[src/rtl/uart_rx.sv]
// UART receiver: 2-flop synchronizer, mid-bit sampling, optional parity, and a
// one-word holding register with valid/ready handshake and overrun tracking.
module uart_rx #(
    parameter int unsigned CLKS_PER_BIT = 16,
    parameter int unsigned PARITY_EN    = 0,
    parameter int unsigned PARITY_ODD   = 0
) (
    input  logic       clk,
    input  logic       reset,
    input  logic       rx,
    output logic [7:0] rx_data,
    output logic       rx_valid,
    input  logic       rx_ready,
    output logic       parity_err,
    output logic       frame_err,
    output logic       overrun,
    output logic       busy
);
    localparam int unsigned CW = $clog2(CLKS_PER_BIT);
    localparam logic [CW-1:0] CntHalf = CW'(CLKS_PER_BIT / 2 - 1);
    localparam logic [CW-1:0] CntFull = CW'(CLKS_PER_BIT - 1);
    localparam logic PolOdd = (PARITY_ODD != 0);

    typedef enum logic [2:0] {
        StIdle,
        StStart,
        StData,
        StParity,
        StStop,
        StWaitHigh
    } state_t;

    state_t        state;
    logic [CW-1:0] cnt;
    logic [2:0]    bit_idx;
    logic [7:0]    shreg;
    logic          perr;
    logic          sync1, sync2;
    logic          srx;

    assign srx  = sync2;
    assign busy = (state != StIdle);

    always_ff @(posedge clk) begin
        if (reset) begin
            state      <= StIdle;
            cnt        <= '0;
            bit_idx    <= '0;
            shreg      <= '0;
            perr       <= 1'b0;
            sync1      <= 1'b1;
            sync2      <= 1'b1;
            rx_data    <= '0;
            rx_valid   <= 1'b0;
            parity_err <= 1'b0;
            frame_err  <= 1'b0;
            overrun    <= 1'b0;
        end else begin
            sync1 <= rx;
            sync2 <= sync1;

            if (rx_valid && rx_ready) begin
                rx_valid <= 1'b0;
                overrun  <= 1'b0;
            end

            unique case (state)
                StIdle: begin
                    if (!srx) begin
                        state <= StStart;
                        cnt   <= '0;
                    end
                end
                StStart: begin
                    if (cnt == CntHalf) begin
                        // A start bit that is high again at mid-bit is a glitch
                        if (srx) begin
                            state <= StIdle;
                        end else begin
                            state   <= StData;
                            cnt     <= '0;
                            bit_idx <= '0;
                        end
                    end else begin
                        cnt <= cnt + 1'b1;
                    end
                end
                StData: begin
                    if (cnt == CntFull) begin
                        cnt     <= '0;
                        shreg   <= {srx, shreg[7:1]};
                        bit_idx <= bit_idx + 3'd1;
                        if (bit_idx == 3'd7) begin
                            state <= (PARITY_EN != 0) ? StParity : StStop;
                        end
                    end else begin
                        cnt <= cnt + 1'b1;
                    end
                end
                StParity: begin
                    if (cnt == CntFull) begin
                        cnt   <= '0;
                        perr  <= ((^shreg) ^ srx) != PolOdd;
                        state <= StStop;
                    end else begin
                        cnt <= cnt + 1'b1;
                    end
                end
                StStop: begin
                    if (cnt == CntFull) begin
                        cnt <= '0;
                        // Load only if the holding register is free or being consumed now
                        if (!rx_valid || rx_ready) begin
                            rx_data    <= shreg;
                            parity_err <= (PARITY_EN != 0) ? perr : 1'b0;
                            frame_err  <= !srx;
                            rx_valid   <= 1'b1;
                            overrun    <= 1'b0;
                        end else begin
                            overrun <= 1'b1;
                        end
                        state <= srx ? StIdle : StWaitHigh;
                    end else begin
                        cnt <= cnt + 1'b1;
                    end
                end
                StWaitHigh: begin
                    if (srx) begin
                        state <= StIdle;
                    end
                end
                default: state <= StIdle;
            endcase
        end
    end
endmodule

[config.mk]
export PLATFORM = sky130hd
export DESIGN_NAME = uart_rx
export DESIGN_NICKNAME = d
export VERILOG_FILES = /design/src/rtl/uart_rx.sv
export SDC_FILE = /design/constraint.sdc
export NUM_CORES = 1
export LEC_CHECK = 0
export CORE_ASPECT_RATIO = 1.4
export CORE_UTILIZATION = 50
export CTS_BUF_LIST = sky130_fd_sc_hd__clkbuf_8 sky130_fd_sc_hd__clkbuf_16
export CTS_CLUSTER_DIAMETER = 150
export DETAILED_ROUTE_END_ITERATION = 7
export PLACE_DENSITY = 0.71
export REMOVE_ABC_BUFFERS = 1
export SLEW_MARGIN = 20
export SYNTH_ARGS = -nofsm -noshare
export SYNTH_HDL_FRONTEND = slang
export SYNTH_SLANG_ARGS = --single-unit
[constraint.sdc]
create_clock -name clk -period 3.1 [get_ports clk]
set_input_delay 0.62 -clock clk [delete_from_list [all_inputs] [get_ports clk]]
set_output_delay 0.62 -clock clk [all_outputs]
set_load 0.03 [all_outputs]
### After elaboration in Yosys (flattened, before gate mapping)

Index checks and enable logic that the tools add are counted.

| storage, ports and cells | value |
|---|---|
| register bits | 31 |
| word-level logic and storage cells | 67 |

| operators by class | value |
|---|---|
| add/sub/neg operators | 2 |
| eq/ne operators | 16 |
| muxes and demuxes | 26 |
| reductions and logical operators | 13 |

Operators with widths:

| kind | count |
|---|---|
| $mux 3 | 11 |
| $pmux 3 s6 | 1 |
| $ne 2x2->1 const B | 8 |
| $mux 4 | 3 |
| $pmux 4 s3 | 1 |
| $eq 3x3->1 const B | 3 |
| $mux 1 | 8 |
| $reduce_and 7->1 | 1 |
| $eq 3x2->1 const B | 2 |
| $pmux 3 s2 | 1 |
| $reduce_bool 3->1 | 2 |
| $add 4x1->4 const B | 1 |
| $eq 4x3->1 const B | 1 |
| $eq 4x4->1 const B | 1 |
| $reduce_and 4->1 | 1 |
| $add 3x1->3 const B | 1 |
| $eq 3x1->1 const B | 1 |
| $logic_not 3->1 | 1 |
| $reduce_and 3->1 | 1 |
| $reduce_or 3->1 | 1 |
| $logic_not 1->1 | 2 |
| $mux 2 | 1 |
| $reduce_and 2->1 | 1 |
| $reduce_bool 2->1 | 1 |
| other kinds (2) | 2 |

### Logic depth before layout (Yosys ltp)

Gate-level depths: netlist (run 1).

| depth | value |
|---|---|
| depth in word-level cells | 5 |
| gate-level depth with buffers | 8 |

### Worst setup path before layout (run 1)

Ideal clock, no wire load.

| timing path | value |
|---|---|
| kind | flip-flop to flip-flop |
| from | reg cnt[0] |
| to | reg state[1] |
| library setup time | 0.123 ns |
| data arrival time | 1.748 ns |
| required time | 2.977 ns |
| setup slack | 1.229 ns |
| stages on the path, launching flop included | 8 |
| buffers on the path | 2 |
| period minus slack after synthesis | 1.871 ns |
| path through | dfxtp_1 -> ha_1 -> buf_2 -> and3_1 -> buf_2 -> a2111oi_2 -> nor2_1 -> mux2_1 |

| between the ends | value |
|---|---|
| longest elaborated chain between the ends | 3 |
| elaborated cells between the ends (all ways) | 7 |

Ends and longest elaborated chain:

| item | RTL line | source |
|---|---|---|
| start: declaration | 34 | `logic [CW-1:0] cnt;` |
| start signal: assignment | 85 | `cnt <= cnt + 1'b1;` |
| start signal: assignment | 97 | `cnt <= cnt + 1'b1;` |
| start signal: assignment | 106 | `cnt <= cnt + 1'b1;` |
| $eq 4x4->1 / $eq 4x3->1 (equally long branches) | -- |  |
| $ne 2x2->1 (no source line) | -- |  |
| $reduce_and 7->1 (no source line) * | -- |  |
| end signal: assignment | 94 | `state <= (PARITY_EN != 0) ? StParity : StStop;` |
| end signal: assignment | 104 | `state <= StStop;` |
| end signal: assignment | 122 | `state <= srx ? StIdle : StWaitHigh;` |
| end: declaration | 33 | `state_t state;` |

Every way passes the cells marked *; elsewhere a longest branch is shown, timed or not.
A chain may end at the register's enable or synchronous reset.

### Worst setup path after layout (run 1)

| timing path | value |
|---|---|
| from | reg state[2] |
| to | out busy |

| between the ends | value |
|---|---|
| longest elaborated chain between the ends | 1 |

Ends and longest elaborated chain:

| item | RTL line | source |
|---|---|---|
| start signal: assignment | 46 | `state <= StIdle;` |
| start signal: assignment | 70 | `state <= StStart;` |
| start signal: assignment | 78 | `state <= StIdle;` |
| $reduce_bool 3->1 | 42 | `assign busy = (state != StIdle);` |
| end: declaration | 17 | `output logic busy` |

No other way between the ends.

==> flow_metrics.tcl, run 1 <==
set metrics [dict create \
    status "finished, final reports clean" \
    synthDominantAreaCellType "dfxtp_1" \
    clk_path_buf_depth 2 \
    max_slew_headroom 0.4167 \
    grt_overflow_total 0 \
    via_per_inst 5.782 \
    top_level_ports 17 \
    power.ir.vdd_worst_uv 343.2 \
    grt_first_pass_wirelength_mm 5.030 \
    report.final.hold_viol_count 0 \
    timing.critical_path.fanout_max 20 \
    layout_setup_ws_ns 0.5693 \
    met1_length_mm 1.298 \
    gate_count_of_the_mapped_netlist 175 \
    classification_of_the_worst_slack_hold_path "reg2reg" \
    setup_repair_after_global_routing_missed_its_margin "no" \
    setup.worst_path.start "state[2]" \
    postPlaceCellArea_um2 1652 \
    dr_wl_met2_mm 1.539 \
    worstMarginPinSlew_ns 0.8530 \
    numCtsBuffers 5 \
    syn2layout_area_growth_pct 14.69 \
    worstSkewPairLatency_ns 0.28 \
    finalSetupViolations 0 \
    setup.reg_to_reg.worst_slack_ns 0.76 \
    die-height_um 67.16 \
    min_period_over_period 0.8164 \
    async_flop_share 0 \
    drive_above_1_share 0.09290 \
    dp_cells 213 \
    worst_r2r_startpoint "state[2]" \
    power-per-cell-area_nw_per_um2 438.4 \
    dr.first_iter.drc_count 30 \
    synth.ff_latch_count 31 \
    dieArea_um2 3260 \
    fin_worst_skew_ns 0.005806 \
    remaining_drc_errors 0 \
    yosysTopAreaCellShare 0.4092 \
    dr.max_layer_used "met4" \
    worstRegToRegCells 4 \
    critPathMaxStageDelay_ns 0.72 \
    cts_root_buf "clkbuf_8" \
    port_buffers 15 \
    ys_dominant_reg_cell "dfxtp_1" \
    final_area_um2 1739 \
    cts.repair.resized 0 \
    synth_fa_ha_area_frac 0.02475 \
    report.final.slew_viol_count 0 \
    finalWeightedCongestion 0.8250 \
    detail-route-antenna-nets 0 \
    number_of_global_route_vias_before_repair 1140 \
    max_freq_mhz 395.1 \
    first_pass_iters 4 \
    timing.critical_path.from_type "flip-flop" \
    number_of_antenna_violations_at_the_first_check_in_global_routing 0 \
    die-width_um 48.55 \
    ys_seq_area_frac 0.4092 \
    per_cell_routed_wire_length_um 13.76 \
    tns_ns 0 \
    cts_tree "built" \
    synth_compound_gate_area_share 0.1807 \
    floorplan.initialDensity 0.5270 \
    hpwlAfterDp_mm 2.084 \
    timing.critical_path.arrival_ns 1.91 \
    vias 1272 \
    cts.sink_count 31 \
    netlist-cell-type-count 46 \
    worst_setup_path_endpoint "busy" \
    detail_route.wirelength_mm 3.027 \
    worst_setup_path_end_kind "output port" \
    postCtsHoldBufs 0 \
    cts.clk_slew.worst_paths_ns 0.06 \
    synth_top_family_by_area "simple AND/OR/NAND/NOR gates" \
    number_of_max_cap_violations 0 \
    grt_util_all_layers 0.2051 \
    yosys-top-cells-area "dfxtp_1 41%, mux2i_1 7.3%, a21oi_1 5.6%" \
    crit-reg2reg-capture "frame_err" \
    design_power_total_mw 0.7625 \
    layout.nets 190 \
    yosys_warnings 0 \
    fin_cells 220 \
    row_count 23 \
    dp_slack_ns 0.7999 \
    fin_crit_ns 2.531 \
    met3_routed_wl_um 108 \
    cp.required_ns 2.48 \
    cts.htree.levels 2 \
    critical_path.slowest_cell "dfxtp_1" \
    cp_cell_sequence "or3_1 > clkdlybuf4s50_1" \
    placeableCoreArea_um2 2878 \
    largest_net_degree_at_the_start_of_global_routing 21 \
    synth_simple_gate_area_share 0.2294 \
    post_cts_buffers 0 \
    syn_area_um2 1516 \
    critical_path_class "reg2out" \
    synth_xor_xnor_area_share 0.005776 \
    number_of_enable_flip_flop_cells_after_synthesis 0 \
    static-leakage-power_nw 0.6429 \
    antennaDiodeCount 0 \
    syn_area_per_cell_um2 8.665 \
    muxShareOfSynthArea 0.08746 \
]
placed cells by master, fill, tap and decap left out, types with 2 or more instances in the layout:
cell and instances:
a2111oi_0 3, a21oi_1 17, a311oi_1 2, and2_0 2
buf_4 3, clkbuf_8 6, clkdlybuf4s50_1 15, dfxtp_1 31
ha_1 3, inv_1 2, mux2i_1 11, nand2_1 17
nand3_1 11, nand3b_1 2, nor2_1 17, nor2b_1 4
nor3b_1 2, nor4b_1 2, o211ai_1 3, o21ai_0 4
or2_2 3
stage by stage:
step | utilization | hold WS [ns]
after floorplan | - | 0.3895
after global placement | 0.5739 | 0.3927
after detailed placement | 0.5739 | 0.3983
after CTS | 0.6043 | 0.4045
after global routing | 0.6043 | 0.4443
final | 0.6043 | 0.4019
cell usage after synthesis, drive strengths merged, types with 2 or more instances:
| cell type | count |
|---|---|
| or2 | 4 |
| nor4b | 2 |
| buf | 9 |
| o21ai | 4 |
| a21oi | 17 |
| dfxtp | 31 |
| nand3b | 2 |
| nor3b | 2 |
| a311oi | 2 |
| o211ai | 3 |
| nand3 | 11 |
| ha | 3 |
| mux2i | 11 |
| and2 | 2 |
| nor2b | 4 |
| clkbuf | 8 |
| a2111oi | 4 |
| nor2 | 17 |
| mux2 | 2 |
| inv | 2 |
| nand2 | 17 |
state kept, by name (all words and copies together), names as in the netlist:
register,cells
rx_data,8
shreg,8
cnt,4
bit_idx,3
state,3
frame_err,1
overrun,1
rx_valid,1
srx,1
sync1,1
worst min-delay path by stage:
stage / from / to / slack, ns / depth (start not counted)
4_1_cts: sync1 / srx / 0.40 / 1
3_5_place_dp: sync1 / srx / 0.40 / 1
3_3_place_gp: sync1 / srx / 0.39 / 1
6_report: sync1 / srx / 0.40 / 1
2_1_floorplan: sync1 / srx / 0.39 / 1
5_1_grt: sync1 / srx / 0.44 / 1
critical path: cells and delay by family, from the launching register on:
kind / cells / cell delay (ns)
buffers and inverters: 1 / 0.67
AND/OR/NAND/NOR: 1 / 0.23
flip-flops: 1 / 0.72
power by group:
group          internal [mW]  total (mW)  switching [mW]
clock                  0.174       0.316           0.142
sequential             0.402       0.411         0.00910
combinational         0.0157      0.0349          0.0192
logic make-up after synthesis:
| logic type | count (synthesis) |
|---|---|
| AOI/OAI and AO/OA | 39 |
| buffers and inverters | 19 |
| muxes | 13 |
| adders and majority gates | 3 |
| xor gates and xnor gates | 1 |
| DFF | 31 |
| other | 1 |
| and+or+nand+nor | 68 |
metal layers:
layer  track usage  vias to the layer above
met5             0                        -
met1        0.2117                      603
li1              -                      632
met3       0.05405                        9
met4        0.1360                        0
met2        0.3697                       28
area by class of cell:
class	instances	area [um^2]
Sequential cell	31	620.6
Clock inverter	1	5.005
Fill cell	275	1139
Clock buffer	6	82.58
Multi-Input combinational cell	125	804.5
Timing Repair Buffer	18	172.7
Tap cell	37	46.29
Inverter	2	7.507
(Power assumes the default switching activity.)
==> inputs of run 2 (changes only) <==
Settings changed: CORE_UTILIZATION 50 to 49, PLACE_DENSITY 0.71 to 0.73.
Clock period 3.1 ns to 2.3 ns, I/O delays scaled along.
==> run 2 against run 1 <==
  * Non-clock buffer count grew 6
  * Critical path type unchanged
  * Largest power group unchanged
  * Critical endpoint unchanged
  * First-iteration DRC count grew 53%
  * Flip-flop and latch count stayed put
  * Worst hold slack better by 0.0037 ns
  * Setup slack lost 0.38 ns
  * Final area up 2.6%
==> flow_metrics.tcl, run 2 (synthesis gave the netlist of run 1 again) <==
set metrics [dict create \
    power.combinational.fraction 0.054 \
    critical-path-top-delay-family "buffers and inverters" \
    power-per-cell-area_nw_per_um2 576.8 \
    max_freq_mhz 473.5 \
    tns_ns 0 \
    netSwitchingPower_mw 0.2283 \
    largestRegisters "rx_data (8), shreg (8), cnt (4)" \
    fin_crit_ns 2.112 \
    per_cell_routed_wire_length_um 14.17 \
    die-height_um 67.82 \
    seqPwrFrac 0.534 \
    status "finished, final reports clean" \
    worstMarginPinSlew_ns 0.6942 \
    finalSetupViolations 0 \
    postCtsHoldBufs 0 \
    report.final.hold_viol_count 0 \
    vias 1306 \
    max_slew_headroom 0.5252 \
    finalWeightedCongestion 0.8975 \
    worst_setup_path_end_kind "output port" \
    power.ir.vdd_worst_uv 468.9 \
    placeableCoreArea_um2 2907 \
    worstHoldStart "sync1" \
    cp.required_ns 1.84 \
    timing.critical_path.arrival_ns 1.65 \
    row_count 23 \
    grt_util_all_layers 0.2136 \
    critPathMaxStageDelay_ns 0.61 \
    timing.critical_path.fanout_max 6 \
    numCtsBuffers 5 \
    setup.worst_path.start "state[1]" \
    top_level_ports 17 \
    cts.clk_slew.worst_paths_ns 0.06 \
    remaining_drc_errors 0 \
    via_per_inst 5.779 \
    dieArea_um2 3324 \
    port_buffers 15 \
    cts.sink_count 31 \
    mostFrequentLayoutCell "dfxtp_1" \
    number_of_global_route_vias_before_repair 1173 \
    internal_power_mw 0.8008 \
    number_of_antenna_violations_at_the_first_check_in_global_routing 0 \
    layout.nets 196 \
    largest_net_degree_at_the_start_of_global_routing 20 \
    cts_tree "built" \
    grt_first_pass_wirelength_mm 5.319 \
    detail_route.wirelength_mm 3.202 \
    die-width_um 49.02 \
    grt_overflow_total 0 \
    timing.critical_path.from_type "flip-flop" \
    worst_r2r_startpoint "cnt[0]" \
    antennaDiodeCount 0 \
    classification_of_the_worst_slack_hold_path "reg2reg" \
    drive_above_1_share 0.1217 \
    cts.htree.levels 2 \
    detail-route-antenna-nets 0 \
    report.final.slew_viol_count 0 \
    cts_root_buf "clkbuf_8" \
    final_area_um2 1784 \
    critical_path.slowest_cell "clkdlybuf4s50_1" \
    floorplan.initialDensity 0.5217 \
    number_of_max_cap_violations 0 \
    postPlaceCellArea_um2 1697 \
    dr.first_iter.drc_count 46 \
    worstSkewPairLatency_ns 0.28 \
    critical_path_class "reg2out" \
    layout_common_cells "31 x dfxtp_1, 17 x nor2_1, 17 x nand2_1, 17 x a21oi_1, 15 x clkdlybuf4s50_1" \
    cp_cell_sequence "or3_1 > clkdlybuf4s50_1" \
    setup_repair_after_global_routing_missed_its_margin "no" \
    cp.buffers_inverters 1 \
    hpwlAfterDp_mm 2.298 \
    min_period_over_period 0.9181 \
    proportion_of_total_power_due_to_net_switching 0.2218 \
    power.clock.fraction 0.412 \
    static-leakage-power_nw 0.6724 \
    clk_path_buf_depth 2 \
    fin_worst_skew_ns 0.01048 \
    post_cts_buffers 0 \
    first_pass_iters 4 \
    cts.repair.resized 0 \
    syn2layout_area_growth_pct 17.66 \
]
[run 2: path summary, 6_finish.rpt]
path | endpoint | slack [ns] | cells past startpoint
setup / recovery | busy | 0.19 | 2
hold / removal | srx | 0.41 | 1
setup reg to reg | bit_idx[0] | 0.27 | 6
hold reg to reg | srx | 0.41 | 1
[run 2: area by class of cell]
class                           count  area [um^2]
Fill cell                         265         1122
Multi-Input combinational cell    125        804.5
Sequential cell                    31        620.6
Timing Repair Buffer               24        217.7
Clock buffer                        6        82.58
Tap cell                           37        46.29
Inverter                            2        7.507
Clock inverter                      1        5.005
[run 2: power groups by stage]
stage | Clock, mW | Combinational [mW] | Sequential (mW)
floorplan | 0 | 0.0258 | 0.562
global placement | 0 | 0.0544 | 0.560
detailed placement | 0 | 0.0552 | 0.561
CTS | 0.436 | 0.0553 | 0.549
global route | 0.457 | 0.0611 | 0.550
finish | 0.424 | 0.0557 | 0.549
[run 2: layer usage]
layer,routed length [um],track usage,vias to the layer above
met5,0,0,-
met4,90,0.1250,0
met3,90,0.05778,11
met2,1662,0.3681,29
met1,1359,0.2386,620
li1,-,-,646
[run 2: through the flow]
stage                     hold WS, ns  std cells    util  power [mW]  setup slack [ns]
after CTS                      0.4069        226  0.6139       1.040            0.1860
final                          0.4056        226  0.6139       1.029            0.1883
after global routing           0.4199        226  0.6139       1.068           0.08443
after floorplan                0.3895        158       -      0.5882            0.1879
after global placement         0.3929        219  0.5837      0.6147            0.3944
after detailed placement       0.3936        219  0.5837      0.6160            0.3086
